--- src/rtl/bus_transfer_controller.sv ---
// Shared-bus transfer sequencer: queues src/dst commands and plays each one out
// as DRIVE / STROBE / HOLD on the register enables, latch strobes and host port.
module bus_transfer_controller #(
  parameter int BITS       = 8,
  parameter int N_REGS     = 8,
  parameter int FIFO_DEPTH = 4,
  parameter int IW         = $clog2(N_REGS + 1)
) (
  input  logic              i_clk,
  input  logic              i_rst,
  input  logic              i_cmd_valid,
  output logic              o_cmd_ready,
  input  logic [IW-1:0]     i_cmd_src,
  input  logic [IW-1:0]     i_cmd_dst,
  input  logic [BITS-1:0]   i_cmd_data,
  input  logic [BITS-1:0]   i_bus_in,
  output logic [BITS-1:0]   o_bus_out,
  output logic              o_bus_oe,
  output logic [N_REGS-1:0] o_reg_en,
  output logic [N_REGS-1:0] o_reg_set,
  output logic [BITS-1:0]   o_rd_data,
  output logic              o_rd_valid,
  output logic              o_busy,
  output logic              o_err
);
  localparam int PW   = (FIFO_DEPTH > 1) ? $clog2(FIFO_DEPTH) : 1;
  localparam int CW   = PW + 1;
  localparam int CMDW = 2 * IW + BITS;
  localparam logic [IW-1:0]     HOST     = IW'(N_REGS);
  localparam logic [N_REGS-1:0] ONE_HOT0 = N_REGS'(1);

  typedef enum logic [1:0] {
    S_IDLE   = 2'd0,
    S_DRIVE  = 2'd1,
    S_STROBE = 2'd2,
    S_HOLD   = 2'd3
  } state_t;

  state_t r_state;
  state_t w_state_next;

  logic [CMDW-1:0]   r_fifo [FIFO_DEPTH];
  logic [PW-1:0]     r_wptr;
  logic [PW-1:0]     r_rptr;
  logic [CW-1:0]     r_count;
  logic [IW-1:0]     r_cur_src;
  logic [IW-1:0]     r_cur_dst;
  logic [BITS-1:0]   r_cur_data;
  logic              r_out_active;

  logic [BITS-1:0]   r_bus_out;
  logic              r_bus_oe;
  logic [N_REGS-1:0] r_reg_en;
  logic [N_REGS-1:0] r_reg_set;
  logic [BITS-1:0]   r_rd_data;
  logic              r_rd_valid;
  logic              r_err;

  logic              w_full;
  logic              w_empty;
  logic              w_accept;
  logic              w_illegal;
  logic              w_push;
  logic              w_pop;
  logic [N_REGS-1:0] w_reg_en;
  logic [N_REGS-1:0] w_reg_set;
  logic              w_bus_oe;
  logic [BITS-1:0]   w_bus_out;
  logic              w_capture;

  assign w_full    = (r_count == CW'(FIFO_DEPTH));
  assign w_empty   = (r_count == CW'(0));
  assign w_accept  = i_cmd_valid && !w_full;
  assign w_illegal = (i_cmd_src > HOST) || (i_cmd_dst > HOST) || (i_cmd_src == i_cmd_dst);
  assign w_push    = w_accept && !w_illegal;
  assign w_pop     = (r_state == S_IDLE) && !w_empty;

  assign o_cmd_ready = !w_full;
  // r_out_active covers the HOLD cycle seen on the outputs after the FSM is back in IDLE
  assign o_busy      = (r_state != S_IDLE) || r_out_active || !w_empty;
  assign o_bus_out   = r_bus_out;
  assign o_bus_oe    = r_bus_oe;
  assign o_reg_en    = r_reg_en;
  assign o_reg_set   = r_reg_set;
  assign o_rd_data   = r_rd_data;
  assign o_rd_valid  = r_rd_valid;
  assign o_err       = r_err;

  // Command storage; stale entries need no reset since r_count gates every read
  always_ff @(posedge i_clk) begin
    if (w_push) begin
      r_fifo[r_wptr] <= {i_cmd_src, i_cmd_dst, i_cmd_data};
    end
  end

  // FIFO pointers and occupancy
  always_ff @(posedge i_clk) begin
    if (i_rst) begin
      r_wptr  <= '0;
      r_rptr  <= '0;
      r_count <= '0;
    end else begin
      if (w_push) begin
        r_wptr <= r_wptr + PW'(1);
      end
      if (w_pop) begin
        r_rptr <= r_rptr + PW'(1);
      end
      case ({w_push, w_pop})
        2'b10:   r_count <= r_count + CW'(1);
        2'b01:   r_count <= r_count - CW'(1);
        default: r_count <= r_count;
      endcase
    end
  end

  // FSM state and current-transfer register
  always_ff @(posedge i_clk) begin
    if (i_rst) begin
      r_state    <= S_IDLE;
      r_cur_src  <= '0;
      r_cur_dst  <= '0;
      r_cur_data <= '0;
    end else begin
      r_state <= w_state_next;
      if (w_pop) begin
        {r_cur_src, r_cur_dst, r_cur_data} <= r_fifo[r_rptr];
      end
    end
  end

  // Next state and the bus controls that the output flops present one cycle later
  always_comb begin
    w_state_next = r_state;
    w_reg_en     = '0;
    w_reg_set    = '0;
    w_bus_oe     = 1'b0;
    w_bus_out    = '0;
    w_capture    = 1'b0;
    case (r_state)
      S_IDLE: begin
        if (!w_empty) begin
          w_state_next = S_DRIVE;
        end else begin
          w_state_next = S_IDLE;
        end
      end
      S_DRIVE:  w_state_next = S_STROBE;
      S_STROBE: w_state_next = S_HOLD;
      S_HOLD:   w_state_next = S_IDLE;
      default:  w_state_next = S_IDLE;
    endcase
    if (r_state != S_IDLE) begin
      if (r_cur_src == HOST) begin
        w_bus_oe  = 1'b1;
        w_bus_out = r_cur_data;
      end else begin
        w_reg_en = ONE_HOT0 << r_cur_src;
      end
    end else begin
      w_reg_en = '0;
    end
    if ((r_state == S_STROBE) && (r_cur_dst != HOST)) begin
      w_reg_set = ONE_HOT0 << r_cur_dst;
    end else begin
      w_reg_set = '0;
    end
    w_capture = (r_state == S_HOLD) && (r_cur_dst == HOST);
  end

  // Registered outputs; readback samples the bus during the visible STROBE cycle
  always_ff @(posedge i_clk) begin
    if (i_rst) begin
      r_out_active <= 1'b0;
      r_bus_out    <= '0;
      r_bus_oe     <= 1'b0;
      r_reg_en     <= '0;
      r_reg_set    <= '0;
      r_rd_data    <= '0;
      r_rd_valid   <= 1'b0;
      r_err        <= 1'b0;
    end else begin
      r_out_active <= (r_state != S_IDLE);
      r_bus_out    <= w_bus_out;
      r_bus_oe     <= w_bus_oe;
      r_reg_en     <= w_reg_en;
      r_reg_set    <= w_reg_set;
      r_rd_valid   <= w_capture;
      r_err        <= w_accept && w_illegal;
      if (w_capture) begin
        r_rd_data <= i_bus_in;
      end
    end
  end

endmodule
--- config.mk ---
export PLATFORM = sky130hd
export DESIGN_NAME = bus_transfer_controller
export DESIGN_NICKNAME = d
export VERILOG_FILES = /design/src/rtl/bus_transfer_controller.sv
export SDC_FILE = /design/constraint.sdc
export NUM_CORES = 1
export LEC_CHECK = 0
export CAP_MARGIN = 20
export CORE_ASPECT_RATIO = 1.2
export CORE_MARGIN = 5
export CORE_UTILIZATION = 35
export DETAILED_ROUTE_END_ITERATION = 10
export PLACE_DENSITY = 0.52
export SYNTH_ARGS = -nofsm -noshare
export SYNTH_HDL_FRONTEND = slang
export SYNTH_SLANG_ARGS = --single-unit
--- constraint.sdc ---
create_clock -name i_clk -period 3.9 [get_ports i_clk]
set_input_delay 0.585 -clock i_clk [delete_from_list [all_inputs] [get_ports i_clk]]
set_output_delay 0.585 -clock i_clk [all_outputs]
set_load 0.005 [all_outputs]
# ---- Word level (Yosys, flattened, before mapping)
# Memories as Yosys holds them, arrays and structs flattened. A register that Yosys moved wholly into a read port is not among the register bits.
# Index checks and enable logic that the tools add are counted.
dict set report op_classes {
  add_sub_neg 4
  magnitude_cmp 2
  eq_ne 10
  n_shift 2
  muxes 6
  n_bitwise 3
  reduce_logical 21
}
# cell count
set op_table {}
lappend op_table {{$shl 1x4->8 const A} 2}
lappend op_table {{$eq 4x4->1 const B} 2}
lappend op_table {{$gt 4x4->1 const B} 2}
lappend op_table {{$pmux 2 s4} 1}
lappend op_table {{$eq 2x2->1 const B} 3}
lappend op_table {{$logic_and 1x1->1} 6}
lappend op_table {{$pmux 3 s2} 1}
lappend op_table {{$reduce_or 3->1} 2}
lappend op_table {{$add 2x1->2 const B} 2}
lappend op_table {{$eq 2x1->1 const B} 2}
lappend op_table {{$eq 4x4->1} 1}
lappend op_table {{$logic_or 1x1->1} 4}
lappend op_table {{$mux 1} 4}
lappend op_table {{$ne 4x4->1 const B} 1}
lappend op_table {{$reduce_bool 2->1} 2}
lappend op_table {{$reduce_or 2->1} 2}
lappend op_table {{$add 3x1->3 const B} 1}
lappend op_table {{$eq 3x3->1 const B} 1}
lappend op_table {{$logic_not 1->1} 3}
lappend op_table {{$logic_not 3->1} 1}
lappend op_table {{$not 1->1} 3}
lappend op_table {{$sub 3x1->3 const B} 1}
lappend op_table {{$logic_not 2->1} 1}
dict set report totals {
  ff_bits 45
  ramBits 64
  input_bits 27
  wordCells 61
  n_memories 1
}
# memory words width rd rd_ports_with_merged_regs wr line_no
set memory_table {}
lappend memory_table {r_fifo 4 16 1 1 1 42} ;# logic [CMDW-1:0] r_fifo [FIFO_DEPTH];

# ---- Depth between registers and ports, before layout
dict set report depth {
  ltp_word 7
  mapped_depth 12
  mapped_depth_nobuf 10
}

# ---- Least setup slack after synthesis
# Ideal clock, no wire load.
dict set report synth_path {
  kind {input-to-reg}
  startpoint {input port i_cmd_src[1]}
  endpoint {register r_count[2]}
  setup_time_ns 0.070
  arrival_time_ns 2.380
  required_ns 3.830
  setup_slack_ns 1.450
  path_stages 10
  cell_sequence {xor2_1 > nor4_4 > nor3_4 > inv_1 > ha_1 > inv_1 > fa_1 > xor2_1 > or3_1 > a21oi_1}
}
dict set report synth_between {
  elab_chain_cells 7
  word_cells_on_any_way 10
  classes_between {order compare: 1; eq/ne: 3; mux: 1; reduce/logical: 5}
}
# element line_no
set synth_rtl {}
lappend synth_rtl {{from (decl)} 13} ;# input logic [IW-1:0] i_cmd_src,
lappend synth_rtl {{$gt 4x4->1} 74} ;# assign w_illegal = (i_cmd_src > HOST) || (i_cmd_dst > HOST) || (i_cmd_src == i_cmd_dst);
lappend synth_rtl {{$logic_or 1x1->1} 74}
lappend synth_rtl {{$logic_or 1x1->1 *} 74}
lappend synth_rtl {{$logic_not 1->1 *} 75} ;# assign w_push = w_accept && !w_illegal;
lappend synth_rtl {{$logic_and 1x1->1 *} 75}
lappend synth_rtl {{$eq 2x1->1 or $eq 2x2->1 (tied branches)} 109} ;# case ({w_push, w_pop})
lappend synth_rtl {{$pmux 3 s2 or $reduce_bool 2->1 (tied branches)} -}
lappend synth_rtl {{to (signal assigned)} 110} ;# 2'b10: r_count <= r_count + CW'(1);
lappend synth_rtl {{to (signal assigned)} 111} ;# 2'b01: r_count <= r_count - CW'(1);
lappend synth_rtl {{to (signal assigned)} 112} ;# default: r_count <= r_count;
lappend synth_rtl {{to (decl)} 45} ;# logic [CW-1:0] r_count;
# Mark *: on every way between the ends. The rest lies on a longest branch, timed or not.
# A chain may end at the register's enable or synchronous reset.

# ---- Final worst setup path
dict set report layout_path {
  startpoint {input port i_cmd_dst[1]}
  endpoint {register r_count[2]}
}
dict set report layout_between {
  elab_chain_cells 7
  word_cells_on_any_way 10
  classes_between {order compare: 1; eq/ne: 3; mux: 1; reduce/logical: 5}
}
# element line_no
set layout_rtl {}
lappend layout_rtl {{from (decl)} 14} ;# input logic [IW-1:0] i_cmd_dst,
lappend layout_rtl {{$gt 4x4->1} 74}
lappend layout_rtl {{$logic_or 1x1->1} 74}
lappend layout_rtl {{$logic_or 1x1->1 *} 74}
lappend layout_rtl {{$logic_not 1->1 *} 75}
lappend layout_rtl {{$logic_and 1x1->1 *} 75}
lappend layout_rtl {{$eq 2x1->1 or $eq 2x2->1 (tied branches)} 109}
lappend layout_rtl {{$pmux 3 s2 or $reduce_bool 2->1 (tied branches)} -}
# Marks and branches as above.

==> results.sh <==
export IMPL_ctsResizeCount=0
export IMPL_netlist_area_sq_mm=0.00458
export IMPL_ant_nets=0
export IMPL_ys_ff_latch=125
export IMPL_dpl_cell_area_sq_mm=0.00537
export IMPL_hp_class="reg2reg"
export IMPL_max_stage_delay_ns=0.60
export IMPL_maxCapViolCount=0
export IMPL_holdBufCountCts=0
export IMPL_vias_per_cell=4.53
export IMPL_track_usage_pct=11.5
export IMPL_period_needed_ns=2.72
export IMPL_worstPathMaxFanout=7
export IMPL_yosys_warnings=0
export IMPL_place_inst=538
export IMPL_grt_pass1_vias=2611
export IMPL_syn_mean_instance_area_sq_um=14.3
export IMPL_power_density_mw_per_mm2=623
export IMPL_worstPathBufferInverterCount=3
export IMPL_tightest_slew_ns=0.908
export IMPL_htreeDepth=4
export IMPL_syn2layout_area_growth_pct=29.2
export IMPL_clock_latency_ns=0.41
export IMPL_crit_slowest_cell="clkdlybuf4s50_1"
export IMPL_port_buffers=63
export IMPL_path_cells="clkdlybuf4s50_1 > xor2_1 > nor4_4 > nor3_4 > inv_1 > ha_1 > inv_1 > fa_1 > xor2_1 > or3_1 > a21oi_1"
export IMPL_std_cell_rows=45
export IMPL_grt_max_degree=22
export IMPL_start_util_pct=36.0
export IMPL_cts_root_buf="clkbuf_16"
export IMPL_dpl_worst_slack_ns=0.743
export IMPL_fin_crit_sh_pct=69.6
export IMPL_register_area_sq_mm=0.00314
export IMPL_clockBufferDepth=2
export IMPL_drive_above_1_share_pct=14.8
export IMPL_setup_ws_ns=1.18
export IMPL_drtIter0Drc=82
export IMPL_p_leak_nw=2.02
export IMPL_fill_cells=1192
export IMPL_crit_path_end_kind="flip-flop"
export IMPL_path_class="in2reg"
export IMPL_num_vias=2580
export IMPL_critPathTopFamily="simple AND/OR/NAND/NOR gates"
export IMPL_cp_arrival_ns=3.05
export IMPL_multiInputGateArea_sq_mm=0.00133
export IMPL_clock_sinks=125
export IMPL_place_hpwl_um=5570
export IMPL_fmax_mhz=368
export IMPL_ios=64
export IMPL_final_area_sq_mm=0.00591
export IMPL_overflow=0
export IMPL_drv_slew=0
export IMPL_grt_pass1_wl_um=13300
export IMPL_synth_nets=356
export IMPL_syn_inst=320
export IMPL_finalSetupViolCount=0
export IMPL_wirelength_um=8330
export IMPL_cts_buffers=17
export IMPL_place_congestion=0.677
export IMPL_nets=429
export IMPL_die_w_um=114
export IMPL_fp_coreArea_sq_mm=0.0127
export IMPL_ys_types=37
export IMPL_hold_viol_final=0
export IMPL_dr_pass1_iters=4
export IMPL_max_slew_margin_pct=39.4
export IMPL_crit_path_start_kind="input port"
export IMPL_die_y_um=135
export IMPL_grt_antenna_before_repair=0
export IMPL_ys_seq_area_share_pct=68.6
export IMPL_drc=0
export IMPL_routedWlPerCell_um=14.6
export IMPL_rsz0062_at_grt="no"
export IMPL_finClkSkew_ns=0.00890
export IMPL_cts_tree="built"
export IMPL_diodes=0
export IMPL_tns_ns=0
export IMPL_fin_cells=570
export IMPL_critPathRequiredTime_ns=4.24
export IMPL_dieArea_sq_mm=0.0155
export IMPL_vdd_ir_drop_max_v=0.000247
export IMPL_post_cts_setup_buffer_count=0
export IMPL_clk_pin_slew_ns=0.05
export IMPL_outcome="complete, no violations"
[synth_stat cells]
| library cell | n | area (sq um) |
|---|---|---|
| nand3_1 | 1 | 5.00 |
| clkbuf_1 | 3 | 11.3 |
| buf_6 | 2 | 22.5 |
| inv_1 | 8 | 30.0 |
| and4b_1 | 1 | 10.0 |
| buf_2 | 3 | 15.0 |
| nand2b_1 | 8 | 50.1 |
| mux4_2 | 16 | 360 |
| nor2_1 | 31 | 116 |
| o31ai_1 | 1 | 7.51 |
| or3b_4 | 1 | 11.3 |
| inv_4 | 1 | 6.26 |
| and2_2 | 4 | 30.0 |
| xnor2_1 | 1 | 8.76 |
| nor3_4 | 1 | 16.3 |
| or3_1 | 1 | 6.26 |
| mux2i_1 | 9 | 90.1 |
| or4_1 | 1 | 7.51 |
| nand3b_1 | 3 | 22.5 |
| nor2b_1 | 1 | 6.26 |
| nand2_1 | 37 | 139 |
| edfxtp_1 | 64 | 1920 |
| nor3_1 | 6 | 30.0 |
| nor4_4 | 1 | 21.3 |
| xor2_1 | 7 | 61.3 |
| o31ai_2 | 1 | 12.5 |
| o21ai_0 | 1 | 5.00 |
| fa_1 | 1 | 20.0 |
| dfxtp_1 | 61 | 1220 |
| buf_1 | 2 | 7.51 |
| a21oi_1 | 19 | 95.1 |
| nor4_1 | 1 | 6.26 |
| buf_4 | 3 | 22.5 |
| and2_1 | 9 | 56.3 |
| nand2_4 | 1 | 11.3 |
| ha_1 | 8 | 100 |
| mux2_4 | 1 | 15.0 |
[worst paths after layout]
kind	cells after the start	slack [ns]	to	start
hold / removal	2	0.45	r_cur_data[3]$_SDFFE_PP0P_	r_cur_data[3]$_SDFFE_PP0P_
hold reg to reg	2	0.45	r_cur_data[3]$_SDFFE_PP0P_	r_cur_data[3]$_SDFFE_PP0P_
setup reg to reg	11	1.52	r_count[2]$_SDFFE_PP0P_	r_state[0]$_SDFF_PP0_
setup / recovery	11	1.18	r_count[2]$_SDFFE_PP0P_	i_cmd_dst[1]
[power breakdown]
part	internal [W]	switching, W
clock network	0.000891	0.000511
registers	0.00150	0.0000894
logic	0.000332	0.000368
[cell type report]
| class | instances | area share (%) |
|---|---|---|
| sequential | 125 | 53.1 |
| multi-input combinational | 173 | 22.4 |
| timing repair buffer | 67 | 11.2 |
| inverter | 9 | 0.613 |
| tap | 164 | 3.47 |
| clock inverter | 6 | 0.550 |
| clock buffer | 26 | 8.61 |
[layer usage]
| layer | GRT usage, % | routed length, um | vias to the layer above |
|---|---|---|---|
| met1 | 13.7 | 3690 | 1223 |
| met2 | 18.5 | 4070 | 64 |
| met4 | 6.14 | 202 | 0 |
| met3 | 3.62 | 374 | 17 |
| met5 | 0 | 0 | - |
| li1 | - | - | 1276 |
[kinds of logic (layout without fill, tap and decap cells)]
| family | Yosys count | in the layout | share of synthesized area (%) |
|---|---|---|---|
| and+or+nand+nor | 108 | 108 | 11.9 |
| xor gates and xnor gates | 8 | 8 | 1.53 |
| adders and majority gates | 9 | 9 | 2.62 |
| buffers and inverters | 22 | 108 | 2.51 |
| DFF | 125 | 125 | 68.6 |
| AOI/OAI and AO/OA | 22 | 22 | 2.62 |
| muxes | 26 | 26 | 10.2 |
[cell usage in the layout (no fill, tap or decap), types with 5 or more instances in the layout]
master and n:
ha_1 8, nand2_1 37, inv_1 8, clkbuf_8 5, nor3_1 6, clkdlybuf4s50_1 63
xor2_1 7, nor2_1 31, clkbuf_16 17, nand2b_1 8, mux2i_1 9, a21oi_1 19
edfxtp_1 64, dfxtp_1 61, mux4_2 16, and2_1 9
[registers in the layout, indices dropped and copies added (netlist names)]
signal and flops:
o_bus_out 8, r_state 2, r_cur_dst 4, o_reg_set 8, r_fifo 64, o_bus_oe 1
o_rd_data 8, o_rd_valid 1, r_rptr 2, r_cur_data 8, o_err 1, r_count 3
r_cur_src 4, o_reg_en 8, r_out_active 1, r_wptr 2
[stage by stage]
step           hold WS [ns]  utilization [%]  power (W)
2_1_floorplan         0.430                -    0.00214
3_3_place_gp          0.440             42.2    0.00231
3_5_place_dp          0.443             42.2    0.00233
4_1_cts               0.451             46.5    0.00374
5_1_grt               0.465             46.5    0.00390
6_report              0.448             46.5    0.00369
[worst register-to-register path, stage by stage, from the launching register on]
cell	delay, ns
dfxtp_1	0.31
inv_1	0.08
ha_1	0.23
nand2b_1	0.07
buf_4	0.20
inv_4	0.19
ha_1	0.22
inv_1	0.06
fa_1	0.37
xor2_1	0.15
or3_1	0.30
a21oi_1	0.13
(Power assumes the default switching activity.)
